## src/rtl/wb_arb_pkg.sv

```systemverilog
`default_nettype none
// ============================================================================
// Module   : wb_arb_pkg
// Purpose  : Shared types and constants for the register-file write-port
//            arbiter (request record, grant encoding, x0 register index).
// Revision : 1.0 - initial release
// ============================================================================
package wb_arb_pkg;

  // Default write-data width of the register file
  localparam int WB_DWIDTH = 32;

  // Architectural zero register; writes to it are consumed but never performed
  localparam logic [4:0] REG_X0 = 5'd0;

  // One register-file write request
  typedef struct packed {
    logic [4:0]           rd;
    logic [WB_DWIDTH-1:0] data;
  } wb_req_t;

  // Write-port grant
  typedef enum logic [1:0] {
    GNT_NONE = 2'd0,
    GNT_PIPE = 2'd1,
    GNT_LU   = 2'd2
  } wb_grant_t;

endpackage
`default_nettype wire

```

## src/rtl/wb_lu_fifo.sv

```systemverilog
`default_nettype none
// ============================================================================
// Module   : wb_lu_fifo
// Purpose  : Synchronous FIFO holding long-latency-unit results (rd + data)
//            until they win the register-file write port. Exposes per-slot
//            valid bits and destinations so hazard logic can see them.
// Revision : 1.0 - initial release
// ============================================================================
module wb_lu_fifo
  import wb_arb_pkg::*;
#(
  parameter int DWIDTH = WB_DWIDTH,
  parameter int DEPTH  = 4
) (
  input  logic                clk,
  input  logic                reset,
  input  logic                push,
  input  logic [4:0]          push_rd,
  input  logic [DWIDTH-1:0]   push_data,
  input  logic                pop,
  output logic                full,
  output logic                empty,
  output logic [4:0]          head_rd,
  output logic [DWIDTH-1:0]   head_data,
  output logic [DEPTH-1:0]    entry_valid,
  output logic [DEPTH*5-1:0]  entry_rd
);

  localparam int c_ptr_w = $clog2(DEPTH);

  logic [4:0]         r_rd_mem   [DEPTH];
  logic [DWIDTH-1:0]  r_data_mem [DEPTH];
  logic [c_ptr_w-1:0] r_wptr;
  logic [c_ptr_w-1:0] r_rptr;
  logic [c_ptr_w:0]   r_count;
  logic               w_push;
  logic               w_pop;

  // Guard against overflow/underflow even if the caller misbehaves
  assign w_push = push && !full;
  assign w_pop  = pop && !empty;

  assign full      = (r_count == (c_ptr_w+1)'(DEPTH));
  assign empty     = (r_count == '0);
  assign head_rd   = r_rd_mem[r_rptr];
  assign head_data = r_data_mem[r_rptr];

  // Storage array: written on push, no reset needed since occupancy gates use
  always_ff @(posedge clk) begin
    if (w_push) begin
      r_rd_mem[r_wptr]   <= push_rd;
      r_data_mem[r_wptr] <= push_data;
    end
  end

  // Pointers wrap naturally at DEPTH; count tracks occupancy 0..DEPTH
  always_ff @(posedge clk or posedge reset) begin
    if (reset) begin
      r_wptr  <= '0;
      r_rptr  <= '0;
      r_count <= '0;
    end else begin
      if (w_push) r_wptr <= r_wptr + c_ptr_w'(1);
      if (w_pop)  r_rptr <= r_rptr + c_ptr_w'(1);
      case ({w_push, w_pop})
        2'b10:   r_count <= r_count + (c_ptr_w+1)'(1);
        2'b01:   r_count <= r_count - (c_ptr_w+1)'(1);
        default: r_count <= r_count;
      endcase
    end
  end

  // A slot is live when its distance from the read pointer is below count
  for (genvar i = 0; i < DEPTH; i++) begin : g_entry
    logic [c_ptr_w-1:0] w_off;
    assign w_off             = c_ptr_w'(i) - r_rptr;
    assign entry_valid[i]    = ({1'b0, w_off} < r_count);
    assign entry_rd[i*5 +: 5] = r_rd_mem[i];
  end

endmodule
`default_nettype wire

```

## src/rtl/wb_port_arbiter.sv

```systemverilog
`default_nettype none
// ============================================================================
// Module   : wb_port_arbiter
// Purpose  : Arbitrates the single register-file write port between the
//            in-order pipeline writeback and buffered long-latency-unit
//            results. Pipeline wins by default; an aging counter forces the
//            FIFO head through after MAX_WAIT lost arbitrations.
//            Optional macro WB_ARB_PERF_EN adds stall/force event counters.
// Revision : 1.0 - initial release
// ============================================================================
module wb_port_arbiter
  import wb_arb_pkg::*;
#(
  parameter int DWIDTH   = 32,
  parameter int DEPTH    = 4,
  parameter int MAX_WAIT = 8
) (
  input  logic              clk,
  input  logic              reset,
  input  logic              pipe_valid_i,
  input  logic [4:0]        pipe_rd_i,
  input  logic [DWIDTH-1:0] pipe_data_i,
  output logic              pipe_ready_o,
  input  logic              lu_valid_i,
  input  logic [4:0]        lu_rd_i,
  input  logic [DWIDTH-1:0] lu_data_i,
  output logic              lu_ready_o,
  output logic              rf_we_o,
  output logic [4:0]        rf_rd_o,
  output logic [DWIDTH-1:0] rf_data_o,
  output logic [31:0]       pending_mask_o
`ifdef WB_ARB_PERF_EN
  ,
  output logic [31:0]       pipe_stall_cnt_o,
  output logic [31:0]       lu_force_cnt_o
`endif
);

  localparam int                 c_age_w   = $clog2(MAX_WAIT + 1);
  localparam logic [c_age_w-1:0] c_age_max = c_age_w'(MAX_WAIT);

  logic               w_fifo_full;
  logic               w_fifo_empty;
  logic [4:0]         w_head_rd;
  logic [DWIDTH-1:0]  w_head_data;
  logic [DEPTH-1:0]   w_entry_valid;
  logic [DEPTH*5-1:0] w_entry_rd;
  logic               w_push;
  logic               w_pop;
  wb_grant_t          w_grant;
  logic [4:0]         w_sel_rd;
  logic [DWIDTH-1:0]  w_sel_data;
  logic [c_age_w-1:0] r_age;

  // Readiness depends on pre-pop state, so a full FIFO blocks enqueue even
  // in the cycle its head is popped
  assign lu_ready_o = !w_fifo_full;
  assign w_push     = lu_valid_i && !w_fifo_full;
  assign w_pop      = (w_grant == GNT_LU);

  wb_lu_fifo #(
    .DWIDTH (DWIDTH),
    .DEPTH  (DEPTH)
  ) u_lu_fifo (
    .clk         (clk),
    .reset       (reset),
    .push        (w_push),
    .push_rd     (lu_rd_i),
    .push_data   (lu_data_i),
    .pop         (w_pop),
    .full        (w_fifo_full),
    .empty       (w_fifo_empty),
    .head_rd     (w_head_rd),
    .head_data   (w_head_data),
    .entry_valid (w_entry_valid),
    .entry_rd    (w_entry_rd)
  );

  // Grant: pipeline by default, FIFO when alone or when its head has aged out
  always_comb begin
    w_grant = GNT_NONE;
    if (pipe_valid_i && !w_fifo_empty) begin
      w_grant = (r_age == c_age_max) ? GNT_LU : GNT_PIPE;
    end else if (pipe_valid_i) begin
      w_grant = GNT_PIPE;
    end else if (!w_fifo_empty) begin
      w_grant = GNT_LU;
    end
  end

  assign pipe_ready_o = !((w_grant == GNT_LU) && pipe_valid_i);

  // Source mux feeding the write-port register
  always_comb begin
    w_sel_rd   = pipe_rd_i;
    w_sel_data = pipe_data_i;
    if (w_grant == GNT_LU) begin
      w_sel_rd   = w_head_rd;
      w_sel_data = w_head_data;
    end
  end

  // Registered write port; x0 targets are consumed without a write strobe
  always_ff @(posedge clk or posedge reset) begin
    if (reset) begin
      rf_we_o   <= 1'b0;
      rf_rd_o   <= '0;
      rf_data_o <= '0;
    end else if (w_grant != GNT_NONE) begin
      rf_we_o   <= (w_sel_rd != REG_X0);
      rf_rd_o   <= w_sel_rd;
      rf_data_o <= w_sel_data;
    end else begin
      rf_we_o   <= 1'b0;
    end
  end

  // Aging: counts lost arbitrations of the FIFO head, saturating at MAX_WAIT
  always_ff @(posedge clk or posedge reset) begin
    if (reset) begin
      r_age <= '0;
    end else if (w_pop || w_fifo_empty) begin
      r_age <= '0;
    end else if ((w_grant == GNT_PIPE) && (r_age != c_age_max)) begin
      r_age <= r_age + c_age_w'(1);
    end
  end

  // Destinations still buffered, for hazard detection; x0 never reported
  always_comb begin
    pending_mask_o = '0;
    for (int i = 0; i < DEPTH; i++) begin
      if (w_entry_valid[i]) pending_mask_o[w_entry_rd[i*5 +: 5]] = 1'b1;
    end
    pending_mask_o[0] = 1'b0;
  end

`ifdef WB_ARB_PERF_EN
  // Event counters: pipeline stalls and forced FIFO grants (same event,
  // viewed from each side of the arbiter)
  always_ff @(posedge clk or posedge reset) begin
    if (reset) begin
      pipe_stall_cnt_o <= '0;
      lu_force_cnt_o   <= '0;
    end else begin
      if (pipe_valid_i && !pipe_ready_o) pipe_stall_cnt_o <= pipe_stall_cnt_o + 32'd1;
      if (pipe_valid_i && (w_grant == GNT_LU)) lu_force_cnt_o <= lu_force_cnt_o + 32'd1;
    end
  end
`endif

endmodule
`default_nettype wire

```

## config.mk

```make
export PLATFORM = sky130hd
export DESIGN_NAME = wb_port_arbiter
export DESIGN_NICKNAME = d
export VERILOG_FILES = /design/src/rtl/wb_arb_pkg.sv /design/src/rtl/wb_lu_fifo.sv /design/src/rtl/wb_port_arbiter.sv
export SDC_FILE = /design/constraint.sdc
export NUM_CORES = 1
export LEC_CHECK = 0
export CAP_MARGIN = 20
export CORE_ASPECT_RATIO = 1.75
export CORE_MARGIN = 3
export CORE_UTILIZATION = 55
export DETAILED_ROUTE_END_ITERATION = 8
export PLACE_DENSITY = 0.89
export SLEW_MARGIN = 30
export SYNTH_ARGS = -nofsm -noshare
export SYNTH_HDL_FRONTEND = slang
export SYNTH_SLANG_ARGS = --single-unit
```

## constraint.sdc

```tcl
create_clock -name clk -period 3.97 [get_ports clk]
set_input_delay 0.794 -clock clk [delete_from_list [all_inputs] [get_ports clk]]
set_output_delay 0.794 -clock clk [all_outputs]
set_load 0.02 [all_outputs]
```

Yosys cells after proc, flatten, opt, wreduce, memory -nomap -nowiden. Memories as Yosys holds them, arrays and structs flattened. Index checks and enable logic that the tools add are counted.

Register bits after elaboration: 49. Memory bits (writable): 148. Bits of input ports: 78. Output and inout port bits: 72. Memories: 2.

Memories: u_lu_fifo.r_data_mem (words 4, bits a word 32, read ports 1, clocked after Yosys merged registers in 0, wr ports 1, RTL line wb_lu_fifo.sv:32) `logic [DWIDTH-1:0] r_data_mem [DEPTH];`; u_lu_fifo.r_rd_mem (words 4, bits a word 5, read ports 5, clocked after Yosys merged registers in 0, wr ports 1, RTL line wb_lu_fifo.sv:31) `logic [4:0] r_rd_mem [DEPTH];`.

Add/sub/neg operators: 9. Order comparisons: 12. Equality and inequality tests: 7. Mux-type cells: 24. Bitwise logic cells: 3. Reduce and logical (&&, ||, !) cells: 19.

Operators by type and width (count): 32-bit 2-to-1 mux (5); 32-bit bitwise OR (3); 5-bit by 6-bit < comparator with 1-bit output (second input constant) (4); 1-bit demux with 5-bit select (4); 5-bit by 1-bit >= comparator with 1-bit output (second input constant) (4); 2-bit by 3-bit < comparator with 1-bit output (4); 1-bit logical AND (10); 2-bit 2-to-1 mux (4); 4-bit 2-to-1 mux (2); 1-bit 2-to-1 mux (7); 3-bit one-hot mux with 2 select lines (1); 2-bit nonzero test (3); 5-bit 2-to-1 mux (1); 5-bit nonzero test (1); 2-bit by 1-bit adder with 2-bit output (second input constant) (2); 4-bit by 1-bit adder with 4-bit output (second input constant) (1); 2-bit by 1-bit == test with 1-bit output (second input constant) (2); 2-bit == test (second input constant) (2); 4-bit == test (second input constant) (1); 4-bit inequality test (second input constant) (1); 1-bit by 2-bit subtractor with 2-bit output (first input constant) (2); 2-bit subtractor (first input constant) (2); 3-bit by 1-bit adder with 3-bit output (second input constant) (1); 3-bit == test (second input constant) (1); other kinds (4) (6).

Logic depth before layout (Yosys ltp). An unclocked memory read counts as a cell.

Depth after elaboration: 12. Depth in mapped cells: 12. Gate-level depth less buffers: 10.

Hierarchy. A second synthesis with hierarchy kept.

Cell total of the unflattened synthesis: 615. Area, all modules: 9276.4 um^2.

Modules (own cells, without submodules): wb_lu_fifo (times used 1, cells each 250, area an instance 5920.7 um^2, seq. area each 4619.4 um^2); wb_port_arbiter (times used 1, cells each 365, area an instance 3355.7 um^2, seq. area each 1051.0 um^2).

Least setup slack after synthesis. Ideal clock, no wire load.

Path kind: register to output. From: register u_lu_fifo.r_rptr[1]. To: output pending_mask_o[4]. Arrival time: 2.464 ns. Setup slack: 0.712 ns. Stages on the path, launching flop included: 10. Path through: dfrtp_1 -> buf_2 -> buf_2 -> inv_1 -> ha_1 -> a21boi_0 -> o21ai_2 -> nand2b_1 -> or3_1 -> o221ai_1.

Cells in the longest elaborated chain, start to end: 9.

Ends and longest elaborated chain: start, declared (RTL line wb_lu_fifo.sv:34) `logic [c_ptr_w-1:0] r_rptr;`; start signal, assigned (RTL line wb_lu_fifo.sv:64) `if (w_pop) r_rptr <= r_rptr + c_ptr_w'(1);`; 1-bit by 2-bit subtractor with 2-bit output (RTL line wb_lu_fifo.sv:76) `assign w_off = c_ptr_w'(i) - r_rptr;`; 2-bit by 3-bit < comparator with 1-bit output (RTL line wb_lu_fifo.sv:77) `assign entry_valid[i] = ({1'b0, w_off} < r_count);`; 32-bit 2-to-1 mux (RTL line wb_port_arbiter.sv:133) `if (w_entry_valid[i]) pending_mask_o[w_entry_rd[i*5 +: 5]] = 1'b1;`; 32-bit bitwise OR (no source line); 32-bit 2-to-1 mux (RTL line wb_port_arbiter.sv:133); 32-bit bitwise OR (no source line); 32-bit 2-to-1 mux (RTL line wb_port_arbiter.sv:133); 32-bit bitwise OR (no source line); 32-bit 2-to-1 mux (*) (RTL line wb_port_arbiter.sv:133); end, declared (RTL line wb_port_arbiter.sv:31) `output logic [31:0] pending_mask_o`.

Every way passes the cells marked *; elsewhere a longest branch is shown, timed or not.

Worst setup path after layout.
From: register u_lu_fifo.r_rptr[1]. To: output pending_mask_o[24].

The elaborated chain is that of the path after synthesis.

==> metrics.md <==
| Metric | Value |
|---|---|
| Final setup vio count | 0 |
| Worst setup path category | reg -> out |
| Core footprint | 0.0160 sq mm |
| # port buffers | 148 |
| Syn Inst Count | 608 |
| Top-level I/O count | 150 |
| Pleak | 4.16 nW |
| Worst Hold Class | reg -> reg |
| Grt total ovfl | 0 |
| Routed len/inst | 29.2 microns |
| Fin crit period | 3.91 ns |
| Required time of the critical path | 3.18 ns |
| Final WS setup | 0.0647 ns |
| TritonCTS buffer count | 17 |
| Skew-Pair Late Insertion Delay | 0.43 ns |
| Nets@finish | 856 |
| Post-synthesis sequential area ratio | 63.4% |
| Post-synthesis cell area | 0.00894 sq mm |
| Uppermost layer routed | met4 |
| Site row count | 61 |
| Syn_nets | 698 |
| First-pass GRT wire length | 42.6 mm |
| CTS tree | built |
| Die H | 175 microns |
| Largest net degree at the start of global routing | 38 |
| Clk_skew | 0.0144 ns |
| CTS Hold Bufs | 0 |
| Final std cells w/o fill | 969 |
| Clock root buffer | clkbuf_16 |
| Outcome | complete, no violations |
| DRC violations left | 0 |
| Htree depth | 4 |
| Max Cap Violations | 0 |
| Pre-antenna DRT Iters | 5 |
| Slew @ Worst Pin | 0.905 ns |
| Layout cells sized above 1 | 15.3% |
| DRC violation total after the first TritonRoute iteration | 585 |
| Die ar. | 0.0179 sq mm |
| Count of final hold-check violations | 0 |
| DP Wirelength | 19.6 mm |
| Mean Syn Cell Area | 14.7 sq um |
| Setup TNS Final | 0 ns |
| Vias in the first global route | 6826 |
| Total GRT Usage | 32.8% |
| M1 WL | 9.52 mm |
| Largest family of logic cells by synthesized area | multiplexers |
| Area Growth Syn to Fin | 26.8% |
| Max-slew violations | 0 |
| Crit path DAT | 3.11 ns |
| Post-synth ARST share | 24.9% |
| Starting Density | 56.1% |
| Power density cells | 741 mW/mm^2 |
| Yosys warning total | 0 |
| Final Wtd Congestion | 0.940 |
| Place WS | 0.439 ns |
| Fmax | 256 MHz |
| Metal3 WL | 1.57 mm |
| VDD IR-drop max | 0.505 mV |
| Crit-path max FO | 8 |
| Initial antenna violation count | 1 |
| Post-Synth XOR/XNOR Area | 0.881% |
| Clk sinks | 197 |
| Via count | 6416 |
| Most used DFF post-synth | edfxtp_1 |
| Rel. slew slack | 39.2% |
| Tot Pwr | 0.00840 W |
| Synth Area in Compound Gates | 9.61% |
| Die W | 102 microns |
| Placed Cells | 927 |
| Post-Synth Adder-Cell Area | 1.76% |
| Area share of and/or/nand/nor cells after synthesis | 8.10% |
| CTS Buffer Depth | 2 |
| CP startpoint kind | register |
| DR WL met2 | 15.5 mm |
| Post-synth EDFFs | 148 |
| Clock-pin slew on the worst setup and hold paths | 0.09 ns |
| Critical Path End Type | output pin |
| Synth cell types | 56 |
| Fin crit share | 98.4% |
| Synth Register Bits | 197 |
| Antenna Violating Nets Remaining | 0 |
| Post-synthesis mux area share | 13.5% |
| Final WL | 28.3 mm |
| DR vias/cell | 6.62 |
[routing by layer]
| metal | track usage (%) | vias up |
|---|---|---|
| li1 | - | 2691 |
| met2 | 57.6 | 370 |
| met3 | 5.31 | 106 |
| met4 | 15.9 | 0 |
| met5 | 0 | - |
| met1 | 38.3 | 3249 |
[registers in the layout, summed over array words and instances, names as in the netlist]
signal and count:
r_age 4, rf_data_o 32, rf_rd_o 5, rf_we_o 1
u_lu_fifo.r_count 3, u_lu_fifo.r_data_mem 128, u_lu_fifo.r_rd_mem 20, u_lu_fifo.r_rptr 2
u_lu_fifo.r_wptr 2
[report_power, final]
part | total, W | internal (W) | switching [W]
combinational | 0.00351 | 0.00153 | 0.00198
sequential | 0.00314 | 0.00280 | 0.000337
clock | 0.00176 | 0.000857 | 0.000900
[layout make-up]
class                           instances  area, sq um
Fill cell                             989         4610
Sequential cell                       197         5670
Inverter                               21         78.8
Clock buffer                           18          429
Timing Repair Buffer                  170         1650
Tap cell                              189          236
Clock inverter                         14          176
Multi-Input combinational cell        359         3090
Antenna cell                            1         2.50
[cells in the mapped netlist (all sizes together), types with 6 or more instances]
library cell | n | area share (%)
or2 | 6 | 0.42
buf | 18 | 1.3
ha | 11 | 1.5
nor2 | 36 | 1.5
o22ai | 19 | 1.3
nand3 | 10 | 0.56
nand3b | 7 | 0.59
and3 | 6 | 0.42
edfxtp | 148 | 50
dfrtp | 49 | 14
xnor2 | 6 | 0.59
inv | 21 | 0.88
a221o | 18 | 2.0
o211ai | 6 | 0.50
a21oi | 7 | 0.43
o21ai | 36 | 2.1
mux2i | 37 | 4.1
nand2 | 48 | 2.0
a211o | 9 | 0.88
mux4 | 37 | 9.3
clkbuf | 13 | 0.55
[through the flow]
step / hold WS [ns] / cell area [sq um] / util (%)
3_5_place_dp: 0.463 / 10600 / 66.5
5_1_grt: 0.506 / 11300 / 71.1
6_report: 0.477 / 11300 / 71.1
4_1_cts: 0.481 / 11200 / 70.5
3_3_place_gp: 0.463 / 10600 / 66.5
2_1_floorplan: 0.453 / 8940 / -
[cell families after synthesis]
family,Yosys count
simple gates,145
mux,74
fa+ha+maj,12
other cells,1
buf+inv,52
xor+xnor,9
compound gates,118
flops,197
[path summary, 6_finish.rpt]
path                                      start              endpoint  depth (start not counted)  slack [ns]
max in group asynchronous                 reset            rf_rd_o[3]                          3        2.38
min in group asynchronous                 reset         rf_data_o[14]                          2        0.77
max                         u_lu_fifo.r_rptr[1]    pending_mask_o[24]                          8        0.06
min                                  rf_rd_o[3]            rf_rd_o[3]                          2        0.48
min reg2reg                          rf_rd_o[3]            rf_rd_o[3]                          2        0.48
max reg2reg                u_lu_fifo.r_count[0]  u_lu_fifo.r_count[2]                         10        1.57
[cells in the final DEF, fill, tap and decap left out, types with 4 or more instances in the layout]
master	count
nor3b_1	4
o211ai_1	6
o22ai_1	19
nand3_1	9
a211o_1	9
dfrtp_1	47
and3_4	4
mux4_2	37
xnor2_1	5
mux2i_1	37
or2_2	6
nor2b_1	5
edfxtp_1	148
o32ai_1	5
ha_1	11
o21ai_1	7
nand2b_1	5
a21oi_1	5
nand2_1	48
inv_1	19
clkbuf_16	17
o221ai_1	4
o21ai_0	27
clkdlybuf4s50_1	145
nand3b_1	7
a221o_1	18
buf_4	22
nor2_1	34
clkinv_8	6
[critical path, stage by stage (launching register included)]
cell and delay [ns]:
dfrtp_2 0.49, xnor2_2 0.21, inv_1 0.08, ha_1 0.32, a21oi_4 0.08, o211ai_1 0.49
o22ai_1 0.18, a221o_1 0.29, clkdlybuf4s50_1 0.54
[timing repair]
| item | 4_1_cts | 5_1_grt |
|---|---|---|
| setup endpoints to repair | 5 | 29 |
| buffers inserted | 2 | 7 |
| gates cloned | 0 | 0 |
| pin swaps | 3 | 2 |
| resized for setup | 4 | 7 |
(Power assumes the default switching activity.)
